==> src/rtl/lcd_pkg.sv <==
// Shared definitions for the LCD command scheduler: opcode set, scheduler
// states and the opcode legality check.
package lcd_pkg;

  localparam int unsigned OP_W  = 4;
  localparam int unsigned CNT_W = 8;

  typedef logic [OP_W-1:0] opcode_t;

  localparam opcode_t OP_WRITE      = 4'd0;
  localparam opcode_t OP_READ       = 4'd1;
  localparam opcode_t OP_CLEAR      = 4'd2;
  localparam opcode_t OP_FILL       = 4'd3;
  localparam opcode_t OP_SCROLL     = 4'd4;
  localparam opcode_t OP_ROTATE     = 4'd5;
  localparam opcode_t OP_INVERT     = 4'd6;
  localparam opcode_t OP_BRIGHTNESS = 4'd7;
  localparam opcode_t OP_CONTRAST   = 4'd8;
  localparam opcode_t OP_SLEEP      = 4'd9;
  localparam opcode_t OP_MIRROR_X   = 4'd10;
  localparam opcode_t OP_MIRROR_Y   = 4'd11;

  typedef enum logic [2:0] {
    ST_BOOT = 3'd0,
    ST_IDLE = 3'd1,
    ST_ACK  = 3'd2,
    ST_RUN  = 3'd3,
    ST_FIN  = 3'd4,
    ST_ERR  = 3'd5
  } state_e;

  // Opcodes above Mirror_Y are reserved and never reach the FIFO.
  function automatic logic is_legal(input opcode_t op);
    return (op <= OP_MIRROR_Y);
  endfunction

endpackage

==> src/rtl/lcd_cmd_fifo.sv <==
// Command FIFO: power-of-2 depth, combinational head, level counter.
module lcd_cmd_fifo
  import lcd_pkg::*;
#(
  parameter int unsigned  DEPTH = 8,
  localparam int unsigned LW    = $clog2(DEPTH + 1)
) (
  input  logic          clk,
  input  logic          rst_n,
  input  logic          i_push,
  input  opcode_t       i_data,
  input  logic          i_pop,
  output opcode_t       o_data,
  output logic          o_full,
  output logic          o_empty,
  output logic [LW-1:0] o_level
);

  localparam int unsigned AW = (DEPTH > 1) ? $clog2(DEPTH) : 1;

  opcode_t       r_mem [DEPTH];
  logic [AW-1:0] r_wr_ptr;
  logic [AW-1:0] r_rd_ptr;
  logic [LW-1:0] r_level;
  logic          w_push;
  logic          w_pop;

  assign o_full  = (r_level == LW'(DEPTH));
  assign o_empty = (r_level == '0);
  assign o_level = r_level;
  assign o_data  = r_mem[r_rd_ptr];
  assign w_push  = i_push && !o_full;
  assign w_pop   = i_pop && !o_empty;

  always_ff @(posedge clk or negedge rst_n) begin
    if (!rst_n) begin
      r_wr_ptr <= '0;
      r_rd_ptr <= '0;
      r_level  <= '0;
    end else begin
      if (w_push) r_wr_ptr <= r_wr_ptr + AW'(1);
      if (w_pop)  r_rd_ptr <= r_rd_ptr + AW'(1);
      if (w_push && !w_pop)      r_level <= r_level + LW'(1);
      else if (!w_push && w_pop) r_level <= r_level - LW'(1);
    end
  end

  // Storage needs no reset: the level counter guards every read.
  always_ff @(posedge clk) begin
    if (w_push) r_mem[r_wr_ptr] <= i_data;
  end

endmodule

==> src/rtl/lcd_cmd_sched.sv <==
// LCD command scheduler: buffers host opcodes and issues them one at a time
// to the LCD controller with a busy/done handshake and a handshake watchdog.
module lcd_cmd_sched
  import lcd_pkg::*;
#(
  parameter int unsigned DEPTH   = 8,
  parameter int unsigned TIMEOUT = 200
) (
  input  logic       clk,
  input  logic       reset,
  input  logic [3:0] host_cmd,
  input  logic       host_valid,
  output logic       host_ready,
  output logic [3:0] lcd_cmd,
  output logic       lcd_cmd_valid,
  input  logic       lcd_busy,
  input  logic       lcd_done,
  output logic [3:0] fifo_level,
  output logic [7:0] issued_cnt,
  output logic       illegal_flag,
  output logic       timeout_err,
  output logic       sched_done
);

  localparam int unsigned LW = $clog2(DEPTH + 1);

  state_e           r_state;
  logic [CNT_W-1:0] r_tmo;
  logic [CNT_W-1:0] r_issued;
  opcode_t          r_lcd_cmd;
  logic             r_lcd_cmd_valid;
  logic             r_illegal;
  logic             r_timeout_err;
  logic             r_sched_done;

  logic             w_full;
  logic             w_empty;
  logic             w_hs;
  logic             w_push;
  logic             w_pop;
  logic             w_tmo_hit;
  opcode_t          w_head;
  logic [LW-1:0]    w_level;

  // Intake stops once the schedule has finished or failed.
  assign host_ready = !w_full && !r_sched_done && !r_timeout_err;
  assign w_hs       = host_valid && host_ready;
  assign w_push     = w_hs && is_legal(host_cmd);
  assign w_pop      = (r_state == ST_IDLE) && !w_empty;
  assign w_tmo_hit  = (r_tmo == CNT_W'(TIMEOUT - 1));

  assign lcd_cmd       = r_lcd_cmd;
  assign lcd_cmd_valid = r_lcd_cmd_valid;
  assign fifo_level    = 4'(w_level);
  assign issued_cnt    = r_issued;
  assign illegal_flag  = r_illegal;
  assign timeout_err   = r_timeout_err;
  assign sched_done    = r_sched_done;

  lcd_cmd_fifo #(
    .DEPTH (DEPTH)
  ) u_fifo (
    .clk     (clk),
    .rst_n   (reset),
    .i_push  (w_push),
    .i_data  (host_cmd),
    .i_pop   (w_pop),
    .o_data  (w_head),
    .o_full  (w_full),
    .o_empty (w_empty),
    .o_level (w_level)
  );

  always_ff @(posedge clk or negedge reset) begin
    if (!reset) begin
      r_illegal <= 1'b0;
    end else if (w_hs && !is_legal(host_cmd)) begin
      r_illegal <= 1'b1;
    end
  end

  // Scheduler FSM; the watchdog restarts on every ACK and RUN entry.
  always_ff @(posedge clk or negedge reset) begin
    if (!reset) begin
      r_state         <= ST_BOOT;
      r_tmo           <= '0;
      r_issued        <= '0;
      r_lcd_cmd       <= '0;
      r_lcd_cmd_valid <= 1'b0;
      r_timeout_err   <= 1'b0;
      r_sched_done    <= 1'b0;
    end else begin
      r_lcd_cmd_valid <= 1'b0;
      case (r_state)
        ST_BOOT: begin
          if (!lcd_busy) r_state <= ST_IDLE;
        end
        ST_IDLE: begin
          if (!w_empty) begin
            r_lcd_cmd       <= w_head;
            r_lcd_cmd_valid <= 1'b1;
            if (r_issued != '1) r_issued <= r_issued + CNT_W'(1);
            r_tmo           <= '0;
            r_state         <= ST_ACK;
          end
        end
        ST_ACK: begin
          if (lcd_busy) begin
            r_tmo   <= '0;
            r_state <= ST_RUN;
          end else if (w_tmo_hit) begin
            r_timeout_err <= 1'b1;
            r_state       <= ST_ERR;
          end else begin
            r_tmo <= r_tmo + CNT_W'(1);
          end
        end
        ST_RUN: begin
          if (!lcd_busy) begin
            if ((r_lcd_cmd == OP_WRITE) && lcd_done) begin
              r_sched_done <= 1'b1;
              r_state      <= ST_FIN;
            end else begin
              r_state <= ST_IDLE;
            end
          end else if (w_tmo_hit) begin
            r_timeout_err <= 1'b1;
            r_state       <= ST_ERR;
          end else begin
            r_tmo <= r_tmo + CNT_W'(1);
          end
        end
        ST_FIN, ST_ERR: begin
          r_state <= r_state;
        end
        default: begin
          r_state <= ST_ERR;
        end
      endcase
    end
  end

endmodule

==> config.mk <==
export PLATFORM = sky130hd
export DESIGN_NAME = lcd_cmd_sched
export DESIGN_NICKNAME = d
export VERILOG_FILES = /design/src/rtl/lcd_pkg.sv /design/src/rtl/lcd_cmd_fifo.sv /design/src/rtl/lcd_cmd_sched.sv
export SDC_FILE = /design/constraint.sdc
export NUM_CORES = 1
export LEC_CHECK = 0
export ABC_AREA = 1
export BUFFER_PORTS_ARGS = -buffer_cell sky130_fd_sc_hd__buf_2
export CORE_ASPECT_RATIO = 0.9
export CORE_MARGIN = 5
export CORE_UTILIZATION = 53
export CTS_CLUSTER_DIAMETER = 50
export CTS_CLUSTER_SIZE = 25
export DETAILED_ROUTE_END_ITERATION = 10
export GPL_TIMING_DRIVEN = 0
export HOLD_SLACK_MARGIN = 0.05
export PLACE_DENSITY = 0.72
export SETUP_SLACK_MARGIN = 0.4
export SYNTH_ARGS = -nofsm -noshare
export SYNTH_HDL_FRONTEND = slang
export SYNTH_SLANG_ARGS = --single-unit
==> constraint.sdc <==
create_clock -name clk -period 2 [get_ports clk]
set_clock_uncertainty 0.05 [all_clocks]
set_input_delay 0.1 -clock clk [delete_from_list [all_inputs] [get_ports clk]]
set_output_delay 0.1 -clock clk [all_outputs]
set_load 0.01 [all_outputs]
---- After elaboration in Yosys (flattened, before gate mapping) ----
Memories as Yosys holds them, arrays and structs flattened. A register that Yosys moved wholly into a read port is not among the register bits.
Index checks and enable logic that the tools add are counted.
storage, ports and cells
  ROM bits ................................ 0
  bits in latches ......................... 0
  output and inout port bits .............. 21
  word-level logic and storage cells ...... 87
  register bits after elaboration ......... 33
  input bits .............................. 9
  RAM bits ................................ 32
  memories ................................ 1
memory list
  memory        words  width  rd ports  clocked after memory_dff  wr ports  RTL line            RTL
  u_fifo.r_mem  8      4      1         1                         1         lcd_cmd_fifo.sv:21  opcode_t r_mem [DEPTH];
operators by class
  eq/ne operators ......................... 12
  add/sub/neg operators ................... 6
  shifts and indexed selects .............. 0
  divide/modulo/power cells ............... 0
  bitwise operators ....................... 3
  magnitude comparators ................... 1
  reductions and logical operators ........ 32
  muxes and demuxes ....................... 22
  multiply operators ...................... 0
operator list
  operator             number
  $mux 8               4
  $pmux 8 s3           1
  $mux 3               6
  $add 8x1->8 const B  2
  $pmux 3 s5           1
  $reduce_and 3->1     5
  $logic_and 1x1->1    11
  $eq 8x8->1 const B   1
  $logic_not 1->1      8
  $logic_not 4->1      2
  $mux 4               2
  $ne 2x2->1 const B   4
  $ne 8x8->1 const B   1
  $mux 1               7
  $add 3x1->3 const B  2
  $eq 3x2->1 const B   2
  $eq 3x3->1 const B   2
  $add 4x1->4 const B  1
  $eq 4x4->1 const B   1
  $le 4x4->1 const B   1
  $reduce_bool 2->1    2
  $sub 4x1->4 const B  1
  $eq 3x1->1 const B   1
  $logic_not 3->1      1
  5 further kinds      7

---- Logic depth before layout (Yosys ltp) ----
Gate-level depths: netlist (run 1).
  depth in word-level cells ............... 11
  mapped depth ............................ 13
  gate-level depth less buffers ........... 13

---- Cells and area by module ----
A second synthesis (run 1) with hierarchy kept.
second synthesis, totals
  cells, all modules ...................... 417
  area, all modules ....................... 3508.4 µm²
by module, submodules not included
  module         cells each  sequential area each (µm²)  instances  area each (µm²)
  lcd_cmd_fifo   219         1211.2                      1          2042.0
  lcd_cmd_sched  198         675.6                       1          1466.4

---- Worst setup path before layout (run 1) ----
Ideal clock, no wire load.
  kind .................................... register to register
  start ................................... register u_fifo.r_level[0] (netlist: u_fifo.o_level[0])
  end ..................................... register u_fifo.r_level[3] (netlist: u_fifo.o_level[3])
  setup time .............................. 123 ps
  required time ........................... 1827 ps
  buffers on the path ..................... 0
  clock period less this slack ............ 2156 ps
  cell stages (with the launch flop) ...... 13
  slack ................................... -156 ps
  arrival time ............................ 1983 ps
  cell sequence ........................... dfrtp_1 nor2_1 nand3_1 nand4_1 inv_1 ha_1 inv_1 ha_1 nand2_1 nand2_1 o21ai_0 nand3_1 xor2_1
between the ends
  word-level cells in the longest chain between the ends .. 10
  elaborated cells on any way between the ends .. 20
  classes of those cells .................. add/sub (2); eq/ne (1); mux (2); reduce/logical (15)
RTL lines
  element                             RTL line                                 RTL
  start: declaration                  lcd_cmd_fifo.sv:24                       logic [LW-1:0] r_level;
  start signal: assignment            lcd_cmd_fifo.sv:43                       if (w_push && !w_pop) r_level <= r_level + LW'(1);
  start signal: assignment            lcd_cmd_fifo.sv:44                       else if (!w_push && w_pop) r_level <= r_level - LW'(1);
  $eq 4x4->1 (*)                      lcd_cmd_fifo.sv:28                       assign o_full = (r_level == LW'(DEPTH));
  $logic_not 1->1 (*)                 lcd_cmd_fifo.sv:32, lcd_cmd_sched.sv:46
  $logic_and 1x1->1 (2 in a row)      lcd_cmd_sched.sv:46                      assign host_ready = !w_full && !r_sched_done && !r_timeout_err;
  $logic_and 1x1->1                   lcd_cmd_sched.sv:47                      assign w_hs = host_valid && host_ready;
  $logic_and 1x1->1                   lcd_cmd_sched.sv:48                      assign w_push = w_hs && is_legal(host_cmd);
  $logic_and 1x1->1 (*)               lcd_cmd_fifo.sv:32                       assign w_push = i_push && !o_full;
  via u_fifo.w_push                   lcd_cmd_fifo.sv:25                       logic w_push;
  $logic_not 1->1                     lcd_cmd_fifo.sv:44
  $logic_and 1x1->1                   lcd_cmd_fifo.sv:44
  $reduce_bool 2->1 (no source line)  n/a
The timed path passes the listed nets; every way through them passes the cells marked *. The select of a mux whose other input is x is not followed.
A chain may end at the register's enable or synchronous reset.

---- Worst setup path in the final report (run 1) ----
  start ................................... register r_sched_done (netlist: sched_done)
  end ..................................... register u_fifo.r_level[3] (netlist: u_fifo.o_level[3])
between the ends
  word-level cells in the longest chain between the ends .. 9
  elaborated cells on any way between the ends .. 11
  classes of those cells .................. mux (1); reduce/logical (10)
RTL lines
  element                             RTL line              RTL
  start: declaration                  lcd_cmd_sched.sv:34   logic r_sched_done;
  start signal: assignment            lcd_cmd_sched.sv:91   r_sched_done <= 1'b0;
  start signal: assignment            lcd_cmd_sched.sv:121  r_sched_done <= 1'b1;
  $logic_not 1->1 (*)                 lcd_cmd_sched.sv:46
  $logic_and 1x1->1 (*) (2 in a row)  lcd_cmd_sched.sv:46
  $logic_and 1x1->1 (*)               lcd_cmd_sched.sv:47
  $logic_and 1x1->1 (*)               lcd_cmd_sched.sv:48
  $logic_and 1x1->1 (*)               lcd_cmd_fifo.sv:32
  via u_fifo.w_push                   lcd_cmd_fifo.sv:25
  $logic_not 1->1                     lcd_cmd_fifo.sv:44
  $logic_and 1x1->1                   lcd_cmd_fifo.sv:44
  $reduce_bool 2->1 (no source line)  n/a
The timed path passes the listed nets; every way through them passes the cells marked *.

==> results.sh, run 1 <==
export IMPL_synth_xor_area_share_pct=2.86
export IMPL_synth_warnings=0
export IMPL_maxCapViolCount=0
export IMPL_synth_top_family_by_area="simple AND/OR/NAND/NOR gates"
export IMPL_fill_cells=470
export IMPL_gr_usage_all_layers_pct=19.7
export IMPL_critPathArrivalTime_ps=2200
export IMPL_drc=0
export IMPL_netlist_top_cells_area="edfxtp_1 (29%), dfrtp_1 (28%), nand2_1 (10%), nor2_1 (6.6%), nand3_1 (4.5%)"
export IMPL_initial_core_util_pct=54.7
export IMPL_fmax_mhz=495
export IMPL_placed_cells=491
export IMPL_vias=2834
export IMPL_yosys_area_share_simple_pct=25.7
export IMPL_synthMuxAreaShare_pct=0
export IMPL_die_w_um=94.0
export IMPL_failed_checks="setup timing"
export IMPL_ys_flop_type="dfrtp_1"
export IMPL_crit_path_start_kind="register"
export IMPL_period_share_pct=101
export IMPL_final_antenna_net_count=0
export IMPL_fin_nets=460
export IMPL_avgViaCountPerCell=5.30
export IMPL_fin_ws_ps=-20.1
export IMPL_area_growth_pct=29.2
export IMPL_cts_tree="built"
export IMPL_ir_drop_mv=0.416
export IMPL_die_y_um=85.6
export IMPL_critical_path_max_fanout=3
export IMPL_fin_crit_ps=2020
export IMPL_n_antenna_cell=0
export IMPL_synth_compound_area_share_pct=6.99
export IMPL_syn_mean_instance_area_um2=8.97
export IMPL_grt_ovfl_total=0
export IMPL_instances_no_fill=535
export IMPL_power_mw=2.93
export IMPL_grt_pass1_vias=2672
export IMPL_slew_headroom_pct=45.1
export IMPL_grt_max_degree=38
export IMPL_cts_root_buffer="clkbuf_8"
export IMPL_antenna_found_initial=0
export IMPL_placedInstanceArea_um2=3680
export IMPL_rows=27
export IMPL_finalSetupViolations=1
export IMPL_synth_edff_count=32
export IMPL_setup_tns_ps=-20.1
export IMPL_synth_top_cell_area_share_pct=28.6
export IMPL_path_cells="nor2_2 > nand4_1 > inv_2 > ha_4 > inv_4 > ha_4 > nand2_2 > nor2_4 > nor2_2 > nand2_1 > nand3_2 > xor2_1"
export IMPL_path_clk_slew_ps=80
export IMPL_dieArea_um2=8040
export IMPL_gp_congestion=0.842
export IMPL_ys_ff_latch=69
export IMPL_power_density_nw_per_um2=673
export IMPL_critPathCaptureType="register"
export IMPL_drive_above_1_share_pct=27.7
export IMPL_routed_wl_um=7720
export IMPL_design_area_um2=4350
export IMPL_hold_path_class="input port to register"
export IMPL_worst_slew_pin_slew_ps=823
export IMPL_numCtsBuffers=9
export IMPL_crit_slowest_cell="dfrtp_1"
export IMPL_routedWlPerCell_um=14.4
export IMPL_io_pins=30
export IMPL_ys_seq_area_share_pct=56.1
export IMPL_synth_most_common_cell="nand2_1"
export IMPL_required_ps=2180
export IMPL_max_stage_delay_ps=430
export IMPL_synth_common_cells="nand2_1 (93), nor2_1 (59), dfrtp_1 (37), inv_1 (33), edfxtp_1 (32)"
export IMPL_dp_hpwl_um=4940
export IMPL_clkSinkCount=69
export IMPL_grt_first_pass_wirelength_um=12400
export IMPL_portBuffers=29
export IMPL_h_tree_depth=3
export IMPL_finalHoldViolCount=0
export IMPL_slew_violations=0
export IMPL_first_pass_iters=5
export IMPL_preCtsSetupSlack_ps=-71.9
export IMPL_yosysTopAreaCell="edfxtp_1"
export IMPL_syn_nets=392
export IMPL_worstSkewPairLatency_ps=340
export IMPL_synthDistinctLibCells=30
export IMPL_yosys_area_share_adder_pct=3.20
export IMPL_p_leak_nw=1.92
export IMPL_drt_iter0_markers=169
export IMPL_path_class="register to register"
export IMPL_syn_inst=375
export IMPL_synthArstFlopShare_pct=53.6
export IMPL_status="finished with violations"
export IMPL_cts_path_max_buffers=2
export IMPL_rsz0062_at_grt="true"
export IMPL_core_um2=6150
export IMPL_syn_area_um2=3360
[through the flow]
stage	util, %	hold WS [ps]
after global routing	70.7	71.6
after floorplan	-	-246
after global placement	59.8	196
final	70.7	78.4
after detailed placement	59.8	198
after CTS	66.9	64.0
[flip-flops by register name (all words and copies together), names as in the netlist, 3 cells and up]
| register | count |
|---|---|
| u_fifo.r_mem | 32 |
| issued_cnt | 8 |
| r_state | 3 |
| r_tmo | 8 |
| u_fifo.o_level | 4 |
| lcd_cmd | 4 |
| u_fifo.r_rd_ptr | 3 |
| u_fifo.r_wr_ptr | 3 |
[repair_timing]
item / in CTS / in global routing
pin swaps: 8 / 8
endpoints found under the hold margin: 70 / 0
hold buffers: 7 / 0
gates cloned: 0 / 1
resized for setup: 18 / 37
setup endpoints to repair: 35 / 54
setup buffers: 7 / 13
[kinds of logic (layout without fill, tap and decap cells)]
logic type                 Yosys count  after routing
DFF                                 69             69
adders and majority gates            8              8
buffers and inverters               43            115
AOI/OAI and AO/OA                   43             43
xor gates and xnor gates            11             11
and+or+nand+nor                    201            202
[worst max-delay path: cells and delay by family (launching register included)]
| kind | cells | cell delay, ps |
|---|---|---|
| DFF | 1 | 430 |
| xor gates and xnor gates | 1 | 140 |
| buffers and inverters | 2 | 180 |
| adders and majority gates | 2 | 440 |
| and+or+nand+nor | 7 | 670 |
[report_power, final]
part | internal (mW) | switching, mW | total (mW)
clock network | 0.860 | 0.530 | 1.39
registers | 1.48 | 0 | 1.48
logic | 0.0167 | 0.0357 | 0.0524
[path summary, 6_finish.rpt]
check	start	end	slack, ps	cells after the start
setup / recovery	sched_done	u_fifo.o_level[3]	-20	12
hold / removal	lcd_done	sched_done	80	3
setup reg to reg	sched_done	u_fifo.o_level[3]	-20	12
hold reg to reg	illegal_flag	illegal_flag	460	1
max in group asynchronous	reset	u_fifo.o_level[2]	990	2
min in group asynchronous	reset	lcd_cmd[3]	340	2
[layer usage]
metal  GRT usage (%)  vias up  part of all wire, %
li1                -     1373                    -
met5               0        -                    0
met1            26.0     1369                   44
met2            31.9       86                   50
met3            6.67        6                  5.7
met4            4.20        0                 0.41
[layout by cell type, fill, tap and decap left out, types with 2 or more instances in the layout]
master / n
buf_2: 30
buf_4: 18
buf_6: 3
bufinv_16: 3
clkbuf_8: 10
clkinvlp_4: 3
dfrtp_1: 33
dfrtp_2: 4
dlygate4sd3_1: 7
edfxtp_1: 32
ha_1: 3
ha_4: 4
inv_1: 28
inv_2: 7
inv_4: 2
nand2_1: 89
nand2_2: 7
nand2_8: 2
nand3_1: 26
nand3_2: 5
nand4_1: 6
nor2_1: 44
nor2_2: 3
nor2_4: 12
nor3_1: 3
o211ai_1: 5
o21ai_0: 22
o21ai_1: 10
o21bai_1: 2
xnor2_1: 5
xor2_1: 6
[final cells by class]
type	count	area, µm²	share of cell area [%]
buffer	4	25.0	0.576
clock buffer	10	138	3.17
clock inverter	6	110	2.53
inverter	39	168	3.86
multi-input combinational	264	1530	35.2
sequential	69	1890	43.5
tap	87	109	2.51
timing repair buffer	56	377	8.67
No activity file was read; power rests on OpenSTA's default activity.
==> run 2: changes to the inputs <==
--- a/config.mk
+++ b/config.mk
@@ -9,13 +9,13 @@
 export BUFFER_PORTS_ARGS = -buffer_cell sky130_fd_sc_hd__buf_2
 export CORE_ASPECT_RATIO = 0.9
 export CORE_MARGIN = 5
-export CORE_UTILIZATION = 53
+export CORE_UTILIZATION = 35
 export CTS_CLUSTER_DIAMETER = 50
 export CTS_CLUSTER_SIZE = 25
 export DETAILED_ROUTE_END_ITERATION = 10
 export GPL_TIMING_DRIVEN = 0
 export HOLD_SLACK_MARGIN = 0.05
-export PLACE_DENSITY = 0.72
+export PLACE_DENSITY = 0.5
 export SETUP_SLACK_MARGIN = 0.4
 export SYNTH_ARGS = -nofsm -noshare
 export SYNTH_HDL_FRONTEND = slang
==> results.sh, run 2 (synthesis gave the netlist of run 1 again) <==
export IMPL_hold_depth=4
export IMPL_n_antenna_cell=0
export IMPL_dp_hpwl_um=5270
export IMPL_status="finished clean"
export IMPL_fill_cells=926
export IMPL_routed_wl_um=7720
export IMPL_grt_first_pass_wirelength_um=12400
export IMPL_cts_root_buffer="clkbuf_8"
export IMPL_ir_drop_mv=0.312
export IMPL_slew_violations=0
export IMPL_avgViaCountPerCell=4.68
export IMPL_portBuffers=29
export IMPL_clkSinkCount=69
export IMPL_core_um2=9530
export IMPL_fin_nets=461
export IMPL_crit_path_start_kind="register"
export IMPL_first_pass_iters=4
export IMPL_fin_hold_ws_ps=109
export IMPL_die_y_um=103
export IMPL_slew_headroom_pct=43.8
export IMPL_drt_iter0_markers=125
export IMPL_dieArea_um2=11700
export IMPL_die_w_um=113
export IMPL_maxCapViolCount=0
export IMPL_rows=34
export IMPL_final_common_cell="nand2_1"
export IMPL_preCtsSetupSlack_ps=-146
export IMPL_worst_r2r_setup_slack_ps=50
export IMPL_post_route_util_pct=45.8
export IMPL_vias=2693
export IMPL_numCtsBuffers=9
export IMPL_gp_congestion=0.797
export IMPL_finalHoldViolCount=0
export IMPL_path_cells="nor2_4 > nand4_1 > inv_2 > ha_4 > inv_4 > ha_1 > nand2_2 > nor2_4 > o21ai_2 > nand3_2 > xor2_1"
export IMPL_path_class="register to register"
export IMPL_hold_path_class="input port to register"
export IMPL_required_ps=2190
export IMPL_critPathCaptureType="register"
export IMPL_fin_crit_ps=1950
export IMPL_initial_core_util_pct=35.3
export IMPL_path_clk_slew_ps=80
export IMPL_crit_slowest_cell="dfrtp_1"
export IMPL_r2r_cells=11
export IMPL_final_cell_mix="nand2_1 (90), nor2_1 (45), dfrtp_1 (32), edfxtp_1 (32)"
export IMPL_crit_path_frequent_cell="nor2_4"
export IMPL_cts_tree="built"
export IMPL_cp_num_cells=11
export IMPL_cts_path_max_buffers=2
export IMPL_largest_register_ffs=32
export IMPL_final_antenna_net_count=0
export IMPL_grt_pass1_vias=2577
export IMPL_rsz0062_at_grt="true"
export IMPL_finalSetupViolations=0
export IMPL_h_tree_depth=3
export IMPL_drc=0
export IMPL_gr_usage_all_layers_pct=13.8
export IMPL_routedWlPerCell_um=13.4
export IMPL_crit_family="simple AND/OR/NAND/NOR gates"
export IMPL_largest_register="u_fifo.r_mem"
export IMPL_power_density_nw_per_um2=671
export IMPL_antenna_found_initial=0
export IMPL_drive_above_1_share_pct=26.5
export IMPL_fin_ws_ps=48.0
export IMPL_critPathArrivalTime_ps=2140
export IMPL_p_leak_nw=1.92
export IMPL_fmax_mhz=512
export IMPL_worst_slew_pin_slew_ps=842
export IMPL_grt_max_degree=38
export IMPL_area_growth_pct=29.6
export IMPL_max_stage_delay_ps=420
export IMPL_grt_ovfl_total=0
export IMPL_critical_path_max_fanout=3
export IMPL_period_share_pct=97.6
export IMPL_cp_num_buf_inv=2
export IMPL_io_pins=30
export IMPL_worstSkewPairLatency_ps=340
-- run 2: worst reg2reg max path: cells and delay by family, from the launching register on --
family / cells / cell delay, ps
AOI/OAI and AO/OA: 1 / 140
adders and majority gates: 2 / 430
buffers and inverters: 2 / 150
DFF: 1 / 420
xor gates and xnor gates: 1 / 140
and+or+nand+nor: 5 / 530
-- run 2: path summary, 6_finish.rpt --
path | from | endpoint
worst max-delay path | sched_done | u_fifo.o_level[3]
worst min-delay path | lcd_busy | r_state[2]
worst max register to register | sched_done | u_fifo.o_level[3]
worst min register to register | lcd_cmd[2] | lcd_cmd[2]
max in group asynchronous | reset | u_fifo.o_level[2]
min in group asynchronous | reset | r_tmo[6]
-- run 2: what timing repair did --
item / CTS / global route
gates cloned: 0 / 1
setup buffers: 9 / 10
gates resized for setup: 21 / 25
hold buffers: 9 / 0
endpoints found under the hold margin: 67 / 0
pin swaps: 8 / 7
endpoints found under the setup margin: 37 / 53
-- run 2: power breakdown --
| group | switching (mW) | leakage, nW | internal [mW] |
|---|---|---|---|
| sequential | 0 | 0.717 | 1.48 |
| clock | 0.554 | 0.116 | 0.834 |
| combinational | 0.0369 | 1.08 | 0.0193 |
| total | 0.591 | 1.92 | 2.34 |
-- run 2: cell type report --
class                           instances  area (µm²)  share of cell area [%]
Buffer                                  4        31.3                   0.717
Tap cell                              126         158                    3.61
Inverter                               39         164                    3.76
Sequential cell                        69        1890                    43.4
Clock inverter                          7         123                    2.81
Clock buffer                            9         124                    2.84
Timing Repair Buffer                   57         382                    8.75
Multi-Input combinational cell        264        1490                    34.1
-- run 2: metal layers --
metal | GRT usage (%) | up-vias | wire length, µm
met5 | 0 | - | 0
met4 | 3.60 | 0 | 74
met3 | 4.23 | 6 | 349
met2 | 23.1 | 38 | 3660
met1 | 17.5 | 1271 | 3630
li1 | - | 1378 | -
-- run 2: metrics by stage --
stage | power [mW] | instance area, µm² | setup TNS [ps] | cells
finish | 2.93 | 4360 | 0 | 575
global route | 3.06 | 4360 | -58.4 | 575
CTS | 2.97 | 4200 | 0 | 564
detailed placement | 1.56 | 3730 | -146 | 530
global placement | 1.56 | 3730 | -104 | 530
floorplan | 1.52 | 3420 | 0 | 375
